==> config.mk <==
export PLATFORM = sky130hd
export DESIGN_NAME = ddr2_init_seq
export DESIGN_NICKNAME = d
export VERILOG_FILES = /design/src/rtl/ddr2_pkg.sv /design/src/rtl/ddr2_init_timer.sv /design/src/rtl/ddr2_init_seq.sv
export SDC_FILE = /design/constraint.sdc
export NUM_CORES = 1
export LEC_CHECK = 0
export CAP_MARGIN = 20
export CORE_MARGIN = 5
export CORE_UTILIZATION = 55
export DETAILED_ROUTE_END_ITERATION = 16
export HOLD_SLACK_MARGIN = 0.03
export PLACE_DENSITY = 0.84
export SYNTH_ARGS = -nofsm -noshare
export SYNTH_HDL_FRONTEND = slang
export SYNTH_SLANG_ARGS = --single-unit
==> constraint.sdc <==
create_clock -name ck -period 8.79 [get_ports ck]
set_clock_uncertainty 0.1 [all_clocks]
set_input_delay 1.758 -clock ck [delete_from_list [all_inputs] [get_ports ck]]
set_output_delay 1.758 -clock ck [all_outputs]
set_load 0.05 [all_outputs]
==> src/rtl/ddr2_pkg.sv <==
// Shared DDR2 init definitions: command encodings, mode-register bit positions,
// bank codes and the init sequencer state enum.
package ddr2_pkg;

  localparam logic [3:0] CMD_NOP = 4'b0111;
  localparam logic [3:0] CMD_PRE = 4'b0010;
  localparam logic [3:0] CMD_REF = 4'b0001;
  localparam logic [3:0] CMD_LM  = 4'b0000;

  localparam int A_PRE_ALL = 10;
  localparam int A_DLL_RST = 8;
  localparam int A_OCD_HI  = 9;
  localparam int A_OCD_LO  = 7;
  localparam int A_DLL_DIS = 0;

  localparam logic [1:0] BA_MR   = 2'd0;
  localparam logic [1:0] BA_EMR1 = 2'd1;
  localparam logic [1:0] BA_EMR2 = 2'd2;
  localparam logic [1:0] BA_EMR3 = 2'd3;

  // Each command state means "command issued, its spacing is running".
  typedef enum logic [3:0] {
    S_PWR_WAIT,
    S_CKE_WAIT,
    S_PRE1,
    S_EMR2,
    S_EMR3,
    S_EMR1_DLL,
    S_MR_DLLRST,
    S_PRE2,
    S_REF1,
    S_REF2,
    S_MR_RUN,
    S_OCD_DEF,
    S_OCD_EXIT,
    S_DLL_WAIT,
    S_DONE
  } init_state_e;

  function automatic int max_int(input int a, input int b);
    return (a > b) ? a : b;
  endfunction

endpackage

==> src/rtl/ddr2_init_timer.sv <==
// Loadable down-counter with zero flag; times every wait of the init sequencer.
module ddr2_init_timer #(
  parameter int W = 8
) (
  input  logic         ck,
  input  logic         rst_n,
  input  logic         load,
  input  logic [W-1:0] load_val,
  output logic         zero
);

  localparam logic [W-1:0] ONE_C  = W'(1'b1);
  localparam logic [W-1:0] ZERO_C = W'(1'b0);

  logic [W-1:0] cnt_q;
  logic [W-1:0] cnt_d;

  // Next count: load wins, otherwise count down and stick at zero.
  always_comb begin
    cnt_d = cnt_q;
    if (load) begin
      cnt_d = load_val;
    end else if (cnt_q != ZERO_C) begin
      cnt_d = cnt_q - ONE_C;
    end else begin
      cnt_d = cnt_q;
    end
  end

  // Count register.
  always_ff @(posedge ck or negedge rst_n) begin
    if (!rst_n) begin
      cnt_q <= ZERO_C;
    end else begin
      cnt_q <= cnt_d;
    end
  end

  assign zero = (cnt_q == ZERO_C);

endmodule

==> src/rtl/ddr2_init_seq.sv <==
// DDR2 power-up / warm re-init sequencer driving CKE, command, BA and address.
// Define DDR2_INIT_OCD_EN to add the OCD default/exit EMR1 writes after MR_RUN.
module ddr2_init_seq
  import ddr2_pkg::*;
#(
  parameter int                   BA_BITS   = 3,
  parameter int                   ADDR_BITS = 14,
  parameter int                   T_PWR_CYC = 60000,
  parameter int                   T_CKE_CYC = 100,
  parameter int                   T_RP_CYC  = 3,
  parameter int                   T_MRD_CYC = 2,
  parameter int                   T_RFC_CYC = 26,
  parameter int                   T_DLL_CYC = 200,
  parameter logic [ADDR_BITS-1:0] MR_VAL    = 14'h0A62,
  parameter logic [ADDR_BITS-1:0] EMR1_VAL  = 14'h0000,
  parameter logic [ADDR_BITS-1:0] EMR2_VAL  = 14'h0000,
  parameter logic [ADDR_BITS-1:0] EMR3_VAL  = 14'h0000
) (
  input  logic                 ck,
  input  logic                 rst_n,
  input  logic                 reinit_req,
  output logic                 init_cke,
  output logic [3:0]           init_cmd,
  output logic [BA_BITS-1:0]   init_ba,
  output logic [ADDR_BITS-1:0] init_addr,
  output logic                 init_busy,
  output logic                 init_done
);

  if (T_PWR_CYC < 1 || T_CKE_CYC < 1 || T_RP_CYC < 1 || T_MRD_CYC < 1 ||
      T_RFC_CYC < 1 || T_DLL_CYC < 1 || BA_BITS < 2 || ADDR_BITS < 11) begin : g_bad_param
    $fatal(1, "ddr2_init_seq: every timing parameter must be >= 1");
  end

  localparam int T_MAX = max_int(max_int(max_int(T_PWR_CYC, T_CKE_CYC), max_int(T_RP_CYC, T_MRD_CYC)),
                                 max_int(T_RFC_CYC, T_DLL_CYC));
  localparam int CNT_W = $clog2(T_MAX + 1);

  localparam logic [CNT_W-1:0] ONE_C   = CNT_W'(1'b1);
  localparam logic [CNT_W-1:0] ZERO_C  = CNT_W'(1'b0);
  localparam logic [CNT_W-1:0] PWR_END = CNT_W'(T_PWR_CYC - 1);
  localparam logic [CNT_W-1:0] DLL_MIN = CNT_W'(T_DLL_CYC);
  localparam logic [CNT_W-1:0] LD_CKE  = CNT_W'(T_CKE_CYC - 1);
  localparam logic [CNT_W-1:0] LD_RP   = CNT_W'(T_RP_CYC - 1);
  localparam logic [CNT_W-1:0] LD_MRD  = CNT_W'(T_MRD_CYC - 1);
  localparam logic [CNT_W-1:0] LD_RFC  = CNT_W'(T_RFC_CYC - 1);

  localparam logic [ADDR_BITS-1:0] ONE_A    = ADDR_BITS'(1'b1);
  localparam logic [ADDR_BITS-1:0] OCD_MASK = ((ONE_A << (A_OCD_HI - A_OCD_LO + 1)) - ONE_A) << A_OCD_LO;
  localparam logic [ADDR_BITS-1:0] ADDR_PRE = ONE_A << A_PRE_ALL;
  localparam logic [ADDR_BITS-1:0] ADDR_E1D = EMR1_VAL & ~OCD_MASK & ~(ONE_A << A_DLL_DIS);
  localparam logic [ADDR_BITS-1:0] ADDR_MRR = MR_VAL | (ONE_A << A_DLL_RST);
  localparam logic [ADDR_BITS-1:0] ADDR_MRN = MR_VAL & ~(ONE_A << A_DLL_RST);
  localparam logic [ADDR_BITS-1:0] ADDR_OCD = EMR1_VAL | OCD_MASK;
  localparam logic [ADDR_BITS-1:0] ADDR_OCX = EMR1_VAL & ~OCD_MASK;

  init_state_e          state_q, state_d;
  logic                 cke_q, cke_d;
  logic [3:0]           cmd_q, cmd_d;
  logic [BA_BITS-1:0]   ba_q, ba_d;
  logic [ADDR_BITS-1:0] addr_q, addr_d;
  logic                 busy_q, busy_d;
  logic                 done_q, done_d;
  logic [CNT_W-1:0]     up_cnt_q, up_cnt_d;
  logic                 tmr_load;
  logic [CNT_W-1:0]     tmr_val;
  logic                 tmr_zero;
  logic                 dll_run;
  logic                 dll_ok;

  ddr2_init_timer #(.W(CNT_W)) u_timer (
    .ck       (ck),
    .rst_n    (rst_n),
    .load     (tmr_load),
    .load_val (tmr_val),
    .zero     (tmr_zero)
  );

  // up_cnt times the power-up wait, then is reused as the DLL-lock age.
  assign dll_run = state_q inside {S_MR_DLLRST, S_PRE2, S_REF1, S_REF2, S_MR_RUN,
                                   S_OCD_DEF, S_OCD_EXIT, S_DLL_WAIT};
  assign dll_ok  = (up_cnt_q >= DLL_MIN);

  // Next state, then the command and timer load for the state being entered.
  always_comb begin
    state_d  = state_q;
    cke_d    = cke_q;
    cmd_d    = CMD_NOP;
    ba_d     = ba_q;
    addr_d   = addr_q;
    busy_d   = busy_q;
    done_d   = done_q;
    tmr_load = 1'b0;
    tmr_val  = ZERO_C;
    if (state_q == S_PWR_WAIT || (dll_run && !dll_ok)) begin
      up_cnt_d = up_cnt_q + ONE_C;
    end else begin
      up_cnt_d = up_cnt_q;
    end

    case (state_q)
      S_PWR_WAIT:  state_d = (up_cnt_q == PWR_END) ? S_CKE_WAIT : state_q;
      S_CKE_WAIT:  state_d = tmr_zero ? S_PRE1 : state_q;
      S_PRE1:      state_d = tmr_zero ? S_EMR2 : state_q;
      S_EMR2:      state_d = tmr_zero ? S_EMR3 : state_q;
      S_EMR3:      state_d = tmr_zero ? S_EMR1_DLL : state_q;
      S_EMR1_DLL:  state_d = tmr_zero ? S_MR_DLLRST : state_q;
      S_MR_DLLRST: state_d = tmr_zero ? S_PRE2 : state_q;
      S_PRE2:      state_d = tmr_zero ? S_REF1 : state_q;
      S_REF1:      state_d = tmr_zero ? S_REF2 : state_q;
      S_REF2:      state_d = tmr_zero ? S_MR_RUN : state_q;
`ifdef DDR2_INIT_OCD_EN
      S_MR_RUN:    state_d = tmr_zero ? S_OCD_DEF : state_q;
`else
      S_MR_RUN:    state_d = !tmr_zero ? state_q : (dll_ok ? S_DONE : S_DLL_WAIT);
`endif
      S_OCD_DEF:   state_d = tmr_zero ? S_OCD_EXIT : state_q;
      S_OCD_EXIT:  state_d = !tmr_zero ? state_q : (dll_ok ? S_DONE : S_DLL_WAIT);
      S_DLL_WAIT:  state_d = dll_ok ? S_DONE : state_q;
      S_DONE:      state_d = reinit_req ? S_PRE1 : state_q;
      default:     state_d = S_PWR_WAIT;
    endcase

    if (state_d != state_q) begin
      case (state_d)
        S_CKE_WAIT: begin
          cke_d = 1'b1;  tmr_load = 1'b1;  tmr_val = LD_CKE;  up_cnt_d = ZERO_C;
        end
        S_PRE1: begin
          cmd_d = CMD_PRE;  ba_d = {BA_BITS{1'b0}};  addr_d = ADDR_PRE;
          tmr_load = 1'b1;  tmr_val = LD_RP;
          busy_d = 1'b1;  done_d = 1'b0;  up_cnt_d = ZERO_C;
        end
        S_EMR2: begin
          cmd_d = CMD_LM;  ba_d = BA_BITS'(BA_EMR2);  addr_d = EMR2_VAL;
          tmr_load = 1'b1;  tmr_val = LD_MRD;
        end
        S_EMR3: begin
          cmd_d = CMD_LM;  ba_d = BA_BITS'(BA_EMR3);  addr_d = EMR3_VAL;
          tmr_load = 1'b1;  tmr_val = LD_MRD;
        end
        S_EMR1_DLL: begin
          cmd_d = CMD_LM;  ba_d = BA_BITS'(BA_EMR1);  addr_d = ADDR_E1D;
          tmr_load = 1'b1;  tmr_val = LD_MRD;
        end
        S_MR_DLLRST: begin
          cmd_d = CMD_LM;  ba_d = BA_BITS'(BA_MR);  addr_d = ADDR_MRR;
          tmr_load = 1'b1;  tmr_val = LD_MRD;  up_cnt_d = ZERO_C;
        end
        S_PRE2: begin
          cmd_d = CMD_PRE;  ba_d = {BA_BITS{1'b0}};  addr_d = ADDR_PRE;
          tmr_load = 1'b1;  tmr_val = LD_RP;
        end
        S_REF1, S_REF2: begin
          cmd_d = CMD_REF;  tmr_load = 1'b1;  tmr_val = LD_RFC;
        end
        S_MR_RUN: begin
          cmd_d = CMD_LM;  ba_d = BA_BITS'(BA_MR);  addr_d = ADDR_MRN;
          tmr_load = 1'b1;  tmr_val = LD_MRD;
        end
        S_OCD_DEF: begin
          cmd_d = CMD_LM;  ba_d = BA_BITS'(BA_EMR1);  addr_d = ADDR_OCD;
          tmr_load = 1'b1;  tmr_val = LD_MRD;
        end
        S_OCD_EXIT: begin
          cmd_d = CMD_LM;  ba_d = BA_BITS'(BA_EMR1);  addr_d = ADDR_OCX;
          tmr_load = 1'b1;  tmr_val = LD_MRD;
        end
        S_DONE: begin
          busy_d = 1'b0;  done_d = 1'b1;
        end
        default: begin
          cmd_d = CMD_NOP;
        end
      endcase
    end else begin
      cmd_d = CMD_NOP;
    end
  end

  // State and registered outputs.
  always_ff @(posedge ck or negedge rst_n) begin
    if (!rst_n) begin
      state_q  <= S_PWR_WAIT;
      cke_q    <= 1'b0;
      cmd_q    <= CMD_NOP;
      ba_q     <= {BA_BITS{1'b0}};
      addr_q   <= {ADDR_BITS{1'b0}};
      busy_q   <= 1'b1;
      done_q   <= 1'b0;
      up_cnt_q <= ZERO_C;
    end else begin
      state_q  <= state_d;
      cke_q    <= cke_d;
      cmd_q    <= cmd_d;
      ba_q     <= ba_d;
      addr_q   <= addr_d;
      busy_q   <= busy_d;
      done_q   <= done_d;
      up_cnt_q <= up_cnt_d;
    end
  end

  assign init_cke  = cke_q;
  assign init_cmd  = cmd_q;
  assign init_ba   = ba_q;
  assign init_addr = addr_q;
  assign init_busy = busy_q;
  assign init_done = done_q;

endmodule

==> metrics.md, run 1 <==
| Metric | Value |
|---|---|
| Final Instance Area | 3220 um^2 |
| Pleak | 1.37 nW |
| Total power | 0.397 mW |
| Count of final hold-check violations | 0 |
| Multi-input combinational cell area | 1530 um^2 |
| Antenna violations before repair | 0 |
| Wirelength, routed | 6230 um |
| Final period util | 0.470 |
| WS Path Type | input pin to flop |
| # diodes | 0 |
| Slew headroom | 0.368 |
| Die width | 83.1 um |
| FMAX | 0.242 GHz |
| MaxCap Viol Count | 0 |
| Share of layout cells above drive strength 1 | 0.0950 |
| Clock-pin slew on the worst setup and hold paths | 0.09 ns |
| Pwr dens | 123 nW/um^2 |
| Total GRT Usage | 0.184 |
| H-tree levels | 2 |
| Die Area | 6910 um^2 |
| PortBufs | 18 |
| CTS resizes | 0 |
| Core area | 5140 um^2 |
| Clock latency on the worst-skew pair | 0.30 ns |
| Unrepaired setup endpoints after global routing | false |
| DRT antenna net count | 0 |
| Drt pass-1 iters | 5 |
| Syn. warnings | 0 |
| Max-slew violations | 0 |
| DRC viols | 0 |
| Mapped cell area | 2940 um^2 |
| Comb power frac | 0.034 |
| First-pass GRT wire length | 10,700 um |
| Ys async rst share | 1.00 |
| Routability cong. | around 0.9 |
| CTS root buffer | clkbuf_8 |
| Min-delay worst type | flop to flop |
| Yosys reg bits | between 40 and 50 |
| Dpl cell area | a little over 3000 um^2 |
| Synth Flop Type | dfrtp_1 |
| Netlist cell types | 65 |
| Tmin final | 4.13 ns |
| Num CTS Buffers | 5 |
| CTS Sinks | 49 |
| CTS tree | yes |
| Largest net degree at the start of global routing | 50 |
| Clk buf depth | 2 |
| Gate Count Post-Synth | 324 |
| Area contributors post-synth | dfrtp_1 (38%), nor2_1 (6.9%), xnor2_1 (6.0%) |
| Number of global-route vias before repair | 2,221 |
| Post-synth top area cell | dfrtp_1 |
| IO Count | 27 |
| Peak supply drop | 0.0985 mV |
| Reg power frac | 0.567 |
| Critical Path Fanout Max | 8 |
| Post-DP HPWL | ~4400 um |
| Post-synth top area share | 0.383 |
| Area Growth Syn to Fin | 9.66% |
| Net Sw Frac | 0.216 |
| CP Capture Type | flop |
| # fillers | roughly 420 |
| Final nets | about 340 |
| P_sw | 0.0859 mW |
| Post-synth EDFFs | 0 |
| Clock share of power | 0.399 |
| Height of the die | ~83 um |
| Total Neg Setup Slack | 0 ns |
| Hold Buf Count CTS | 0 |
| CP required | 8.93 ns |
| Critical Path Start Type | input pin |
| Register area share after synthesis | 0.419 |
| Internal power | 0.311 mW |
| Slew @ Worst Pin | about 0.95 ns |
| Status | finished clean |
| Row cnt | 26 |
| Post-CTS Setup Bufs | 0 |
| Mapped Avg Cell Area | 9.07 um^2 |
| Per-cell routed wire length | 15.3 um |
| Vias per cell | 5.87 |
| Final setup violation count | 0 |
| FF+latch area | 1230 um^2 |
| Total gr overflow | 0 |
| Starting Density | 0.572 |
| Routed vias | 2,390 |
| Iteration-0 DRC Markers | 212 |
| CP Data Arrival Time | 4.27 ns |
-- metal layers --
layer  wire (um)  global-route usage
met3         421              0.0426
met4          61              0.0535
met5           0                   0
met1        2840               0.253
met2        2910               0.290
-- power groups by stage --
stage / sequential (mW) / combinational, mW / clock [mW]
floorplan: 0.230 / 0.0102 / 0
CTS: 0.225 / 0.0126 / 0.160
global route: 0.225 / 0.0146 / 0.168
global placement: 0.230 / 0.0126 / 0
finish: 0.225 / 0.0134 / 0.158
detailed placement: 0.230 / 0.0126 / 0
-- critical path, cell delays in order --
cell and delay (ns):
clkdlybuf4s50_1 0.51, a21oi_1 0.10, nor4_1 0.20, o32a_1 0.25, clkinv_1 0.24, xnor2_1 0.21, o22ai_1 0.10, a2111oi_0 0.64
a32o_1 0.25
-- cell usage after synthesis (2+ instances only) --
cell type and n:
nand3_1 11, nand3_2 2, dfstp_2 4, xnor2_1 20, buf_4 14, o31ai_1 5, inv_1 17, dfrtp_1 45
o22ai_1 2, and3_1 4, and2_2 2, xor2_1 9, nor3_1 10, a22oi_1 2, o21a_1 3, nand4_1 5
nand2_1 24, nand2b_1 4, o21ai_0 7, a21oi_1 12, o41ai_1 2, a211oi_1 2, or3_1 5, nor3b_4 2
nor2_1 54, nor4_1 8, a21oi_2 3, clkbuf_1 5, o211ai_1 2, a211o_1 2, ha_1 3
-- final timing paths --
path / from / to / slack, ns / cells after the start
worst max register to register: u_timer.cnt_q[0]$_DFFE_PN0P_ / u_timer.cnt_q[0]$_DFFE_PN0P_ / 4.99 / 11
worst max-delay path: reinit_req / init_ba[1]$_DFFE_PN0P_ / 4.66 / 9
min in group asynchronous: rst_n / up_cnt_q[9]$_DFF_PN0_ / 1.26 / 1
max in group asynchronous: rst_n / init_cmd[1]$_DFF_PN1_ / 6.76 / 2
worst min register to register: init_cke$_DFFE_PN0P_ / init_cke$_DFFE_PN0P_ / 0.37 / 1
worst min-delay path: init_cke$_DFFE_PN0P_ / init_cke$_DFFE_PN0P_ / 0.37 / 1
-- sequential cells by signal, summed over array words and instances (netlist names), 2 cells and up --
name and cells:
up_cnt_q 16, state_q 4, init_addr 5, u_timer.cnt_q 16, init_cmd 3, init_ba 2
-- final cells by class --
class / count / share of cell area
Clock buffer: 6 / 0.0225
Clock inverter: 2 / 0.0109
Inverter: 19 / 0.0221
Multi-Input combinational cell: 242 / 0.475
Sequential cell: 49 / 0.382
Tap cell: 70 / 0.0272
Timing Repair Buffer: 19 / 0.0606
-- cells in the final DEF (no fill, tap or decap), types with 5 or more instances in the layout --
master	n
a21oi_1	12
clkbuf_8	5
clkdlybuf4s50_1	17
conb_1	8
dfrtp_1	45
inv_1	17
nand2_1	24
nand3_1	11
nand4_1	5
nor2_1	54
nor3_1	10
nor4_1	8
o21ai_0	7
o31ai_1	5
or3_1	5
xnor2_1	20
xor2_1	9
-- per-stage QoR --
step | setup WS (ns) | instances | hold WS (ns) | utilization
detailed placement | 4.40 | 398 | 0.358 | 0.602
CTS | 4.72 | 406 | 0.378 | 0.623
finish | 4.66 | 407 | 0.370 | 0.627
floorplan | 5.19 | 331 | 0.411 | -
global route | 4.48 | 407 | 0.409 | 0.627
global placement | 4.48 | 398 | 0.356 | 0.602
-- kinds of logic (layout without fill, tap and decap cells) --
group	count (synthesis)	count (layout)	synth area share
compound gates	59	59	0.152
xor+xnor	29	29	0.0864
fa+ha+maj	4	4	0.0166
buf+inv	40	46	0.0694
flops	49	49	0.419
mux	1	1	0.00511
other cells	1	8	0.00128
simple gates	141	141	0.250
(Power assumes the default switching activity.)
==> run 2: changes to the inputs <==
Clock period 8.79 ns to 4.2 ns, I/O delays scaled along.
==> metrics.md, run 2 (same netlist as run 1, synthesis figures left out) <==
| Metric | Value |
|---|---|
| Status | finished clean (unchanged) |
| FF-to-FF setup slack | 0.41 ns (was 4.99 ns) |
| Per-cell routed wire length | 15.2 um (was 15.3 um) |
| Final Util | 0.634 (was 0.627) |
| Crit Reg-Reg Endpoint | u_timer.cnt_q[0]$_DFFE_PN0P_ (unchanged) |
| Met3 Use GR | 0.0386 (was 0.0426) |
| CP required | 4.29 ns (was 8.93 ns) |
| Vias per cell | 5.91 (was 5.87) |
| WS Path Type | flop to flop (was input pin to flop) |
| Core area | 5140 um^2 (unchanged) |
| Antenna violations before repair | 0 (unchanged) |
| CTS Sinks | 49 (unchanged) |
| Comb power frac | 0.032 (was 0.034) |
| Unrepaired setup endpoints after global routing | false (unchanged) |
| CP Data Arrival Time | 3.88 ns (was 4.27 ns) |
| Die Area | 6910 um^2 (unchanged) |
| Min-delay worst type | flop to flop (unchanged) |
| Num CTS Buffers | 5 (unchanged) |
| Pwr dens | 273 nW/um^2 (was 123 nW/um^2) |
| Depth of the worst register-to-register path | 11 (unchanged) |
| Most frequent cells in the layout | nor2_1 (54), dfrtp_1 (45), nand2_1 (24) (unchanged) |
| DRC viols | 0 (unchanged) |
| H-tree levels | 2 (unchanged) |
| Number of global-route vias before repair | 2,314 (was 2,221) |
| Row cnt | 26 (unchanged) |
| Clock latency on the worst-skew pair | 0.30 ns (about the same) |
| CTS root buffer | clkbuf_8 (unchanged) |
| GRT met2 Usage | 0.306 (was 0.290) |
| Total Neg Setup Slack | 0 ns (unchanged) |
| CTS tree | yes (unchanged) |
| Routability cong. | 0.943 (was 0.912) |
| Final period util | 0.902 |
| CP cell instances | inv_1 > ha_1 > nor3b_4 > nand3_1 > or4_1 > o2111ai_1 > xnor2_1 > nand3_2 > o311a_1 > nor3b_2 > nor2_1 (was clkdlybuf4s50_1 > a21oi_1 > nor4_1 > o32a_1 > clkinv_1 > xnor2_1 > o22ai_1 > a2111oi_0 > a32o_1) |
| Peak supply drop | 0.209 mV (was 0.0985 mV) |
| CP Capture Type | flop (unchanged) |
| Hold depth | 1 (unchanged) |
| # diodes | 0 (unchanged) |
| FF+latch area | 1230 um^2 (unchanged) |
| Routed vias | 2,412 (was 2,390) |
| CTS resizes | 0 (unchanged) |
| Slowest CP cell | o311a_1 (was a2111oi_0) |
| P_sw | 0.179 mW (was 0.0859 mW) |
| Met1 Use GR | 0.248 (was 0.253) |
| Slew @ Worst Pin | 0.947 ns (about the same) |
| Share of layout cells above drive strength 1 | 0.101 (was 0.0950) |
| Grt peak-use layer | met2 (unchanged) |
| IO Count | 27 (unchanged) |
| Critical Path Fanout Max | 19 (was 8) |
| Slew headroom | 0.368 (about the same) |
| Hold_sp | init_cke$_DFFE_PN0P_ (unchanged) |
| Clock-pin slew on the worst setup and hold paths | 0.08 ns (was 0.09 ns) |
| Internal power | 0.711 mW (was 0.311 mW) |
| Area Growth Syn to Fin | 10.8% (was 9.66%) |
| Commonest non-fill, non-tap cell in the layout | nor2_1 (unchanged) |
| Hold-critical path endpoint | init_cke$_DFFE_PN0P_ (unchanged) |
| Count of final hold-check violations | 0 (unchanged) |
| MaxCap Viol Count | 0 (unchanged) |
| Clk buf depth | 2 (unchanged) |
| FMAX | around 0.26 GHz |
| Critical Path Start Type | flop (was input pin) |
| Total power | 0.890 mW (was 0.397 mW) |
| Height of the die | 83.1 um (unchanged) |
| Final setup violation count | 0 (unchanged) |
| Highest cell delay on the worst timing path | 0.61 ns (was 0.64 ns) |
| Total gr overflow | 0 (unchanged) |
| Final nets | 343 (was 342) |
| Post-CTS Setup Bufs | 0 (unchanged) |
| First-pass GRT wire length | 10,900 um (was 10,700 um) |
| Post-DP HPWL | 4430 um (was 4440 um) |
| Reg power frac | 0.530 (was 0.567) |
| Tmin final | 3.79 ns |
| Die width | 83.1 um (unchanged) |
| Largest net degree at the start of global routing | 50 (unchanged) |
| Net Sw Frac | 0.201 (was 0.216) |
| PortBufs | 18 (unchanged) |
| # fillers | 431 (was 422) |
| Wirelength, routed | 6200 um (was 6230 um) |
| Starting Density | 0.572 (unchanged) |
| Drt pass-1 iters | 7 (was 5) |
| Multi-input combinational cell area | 1530 um^2 (unchanged) |
| Clock share of power | 0.438 (was 0.399) |
| Iteration-0 DRC Markers | 162 (was 212) |
| Pleak | 1.39 nW (was 1.37 nW) |
| Worst reg2reg startpoint | u_timer.cnt_q[0]$_DFFE_PN0P_ (unchanged) |
| Max-slew violations | 0 (unchanged) |
| Hold Buf Count CTS | 0 (unchanged) |
| Total GRT Usage | 0.189 (was 0.184) |
| DRT antenna net count | 0 (unchanged) |
run 2: power by group through the flow:
stage,Clock [mW],Sequential [mW],Combinational [mW]
floorplan,0,0.481,0.0213
global placement,0,0.481,0.0263
detailed placement,0,0.481,0.0266
CTS,0.400,0.472,0.0266
global route,0.422,0.472,0.0308
finish,0.390,0.471,0.0282
run 2: final cells by class:
type                       instances  share of cell area
tap                               70              0.0269
clock buffer                       5              0.0211
inverter                          19              0.0219
multi-input combinational        242               0.470
sequential                        49               0.378
timing repair buffer              20              0.0622
clock inverter                     3              0.0200
run 2: worst max path at each step:
stage	start	to	slack, ns
floorplan	u_timer.cnt_q[0]$_DFFE_PN0P_	init_ba[0]$_DFFE_PN0P_	1.11
global route	up_cnt_q[13]$_DFF_PN0_	u_timer.cnt_q[0]$_DFFE_PN0P_	0.06
global placement	u_timer.cnt_q[0]$_DFFE_PN0P_	u_timer.cnt_q[0]$_DFFE_PN0P_	0.58
CTS	u_timer.cnt_q[0]$_DFFE_PN0P_	u_timer.cnt_q[0]$_DFFE_PN0P_	0.45
finish	u_timer.cnt_q[0]$_DFFE_PN0P_	u_timer.cnt_q[0]$_DFFE_PN0P_	0.41
detailed placement	u_timer.cnt_q[0]$_DFFE_PN0P_	u_timer.cnt_q[0]$_DFFE_PN0P_	0.46
run 2: layer usage:
metal  wire, um  part of all wire  vias up
met3        365             0.059       14
met4        110             0.018        0
met1       2690              0.43     1153
met5          0                 0        -
li1           -                 -     1152
met2       3030              0.49       93
run 2: metrics by stage:
step           setup WS [ns]  hold WS [ns]  instances  instance area, um^2
2_1_floorplan           1.11         0.411        331                 2970
3_3_place_gp           0.576         0.362        399                 3100
3_5_place_dp           0.457         0.362        399                 3100
4_1_cts                0.446         0.383        407                 3240
5_1_grt               0.0597         0.418        408                 3260
6_report               0.413         0.382        408                 3260
run 2: critical path, delay by kind of cell, from the launching register on:
kind	cells	cell delay, ns
buffers and inverters	1	0.09
AND/OR/NAND/NOR	6	1.68
flip-flops	1	0.40
AO/OA/AOI/OAI	2	1.04
XOR/XNOR	1	0.20
adder cells (fa/ha/maj)	1	0.17
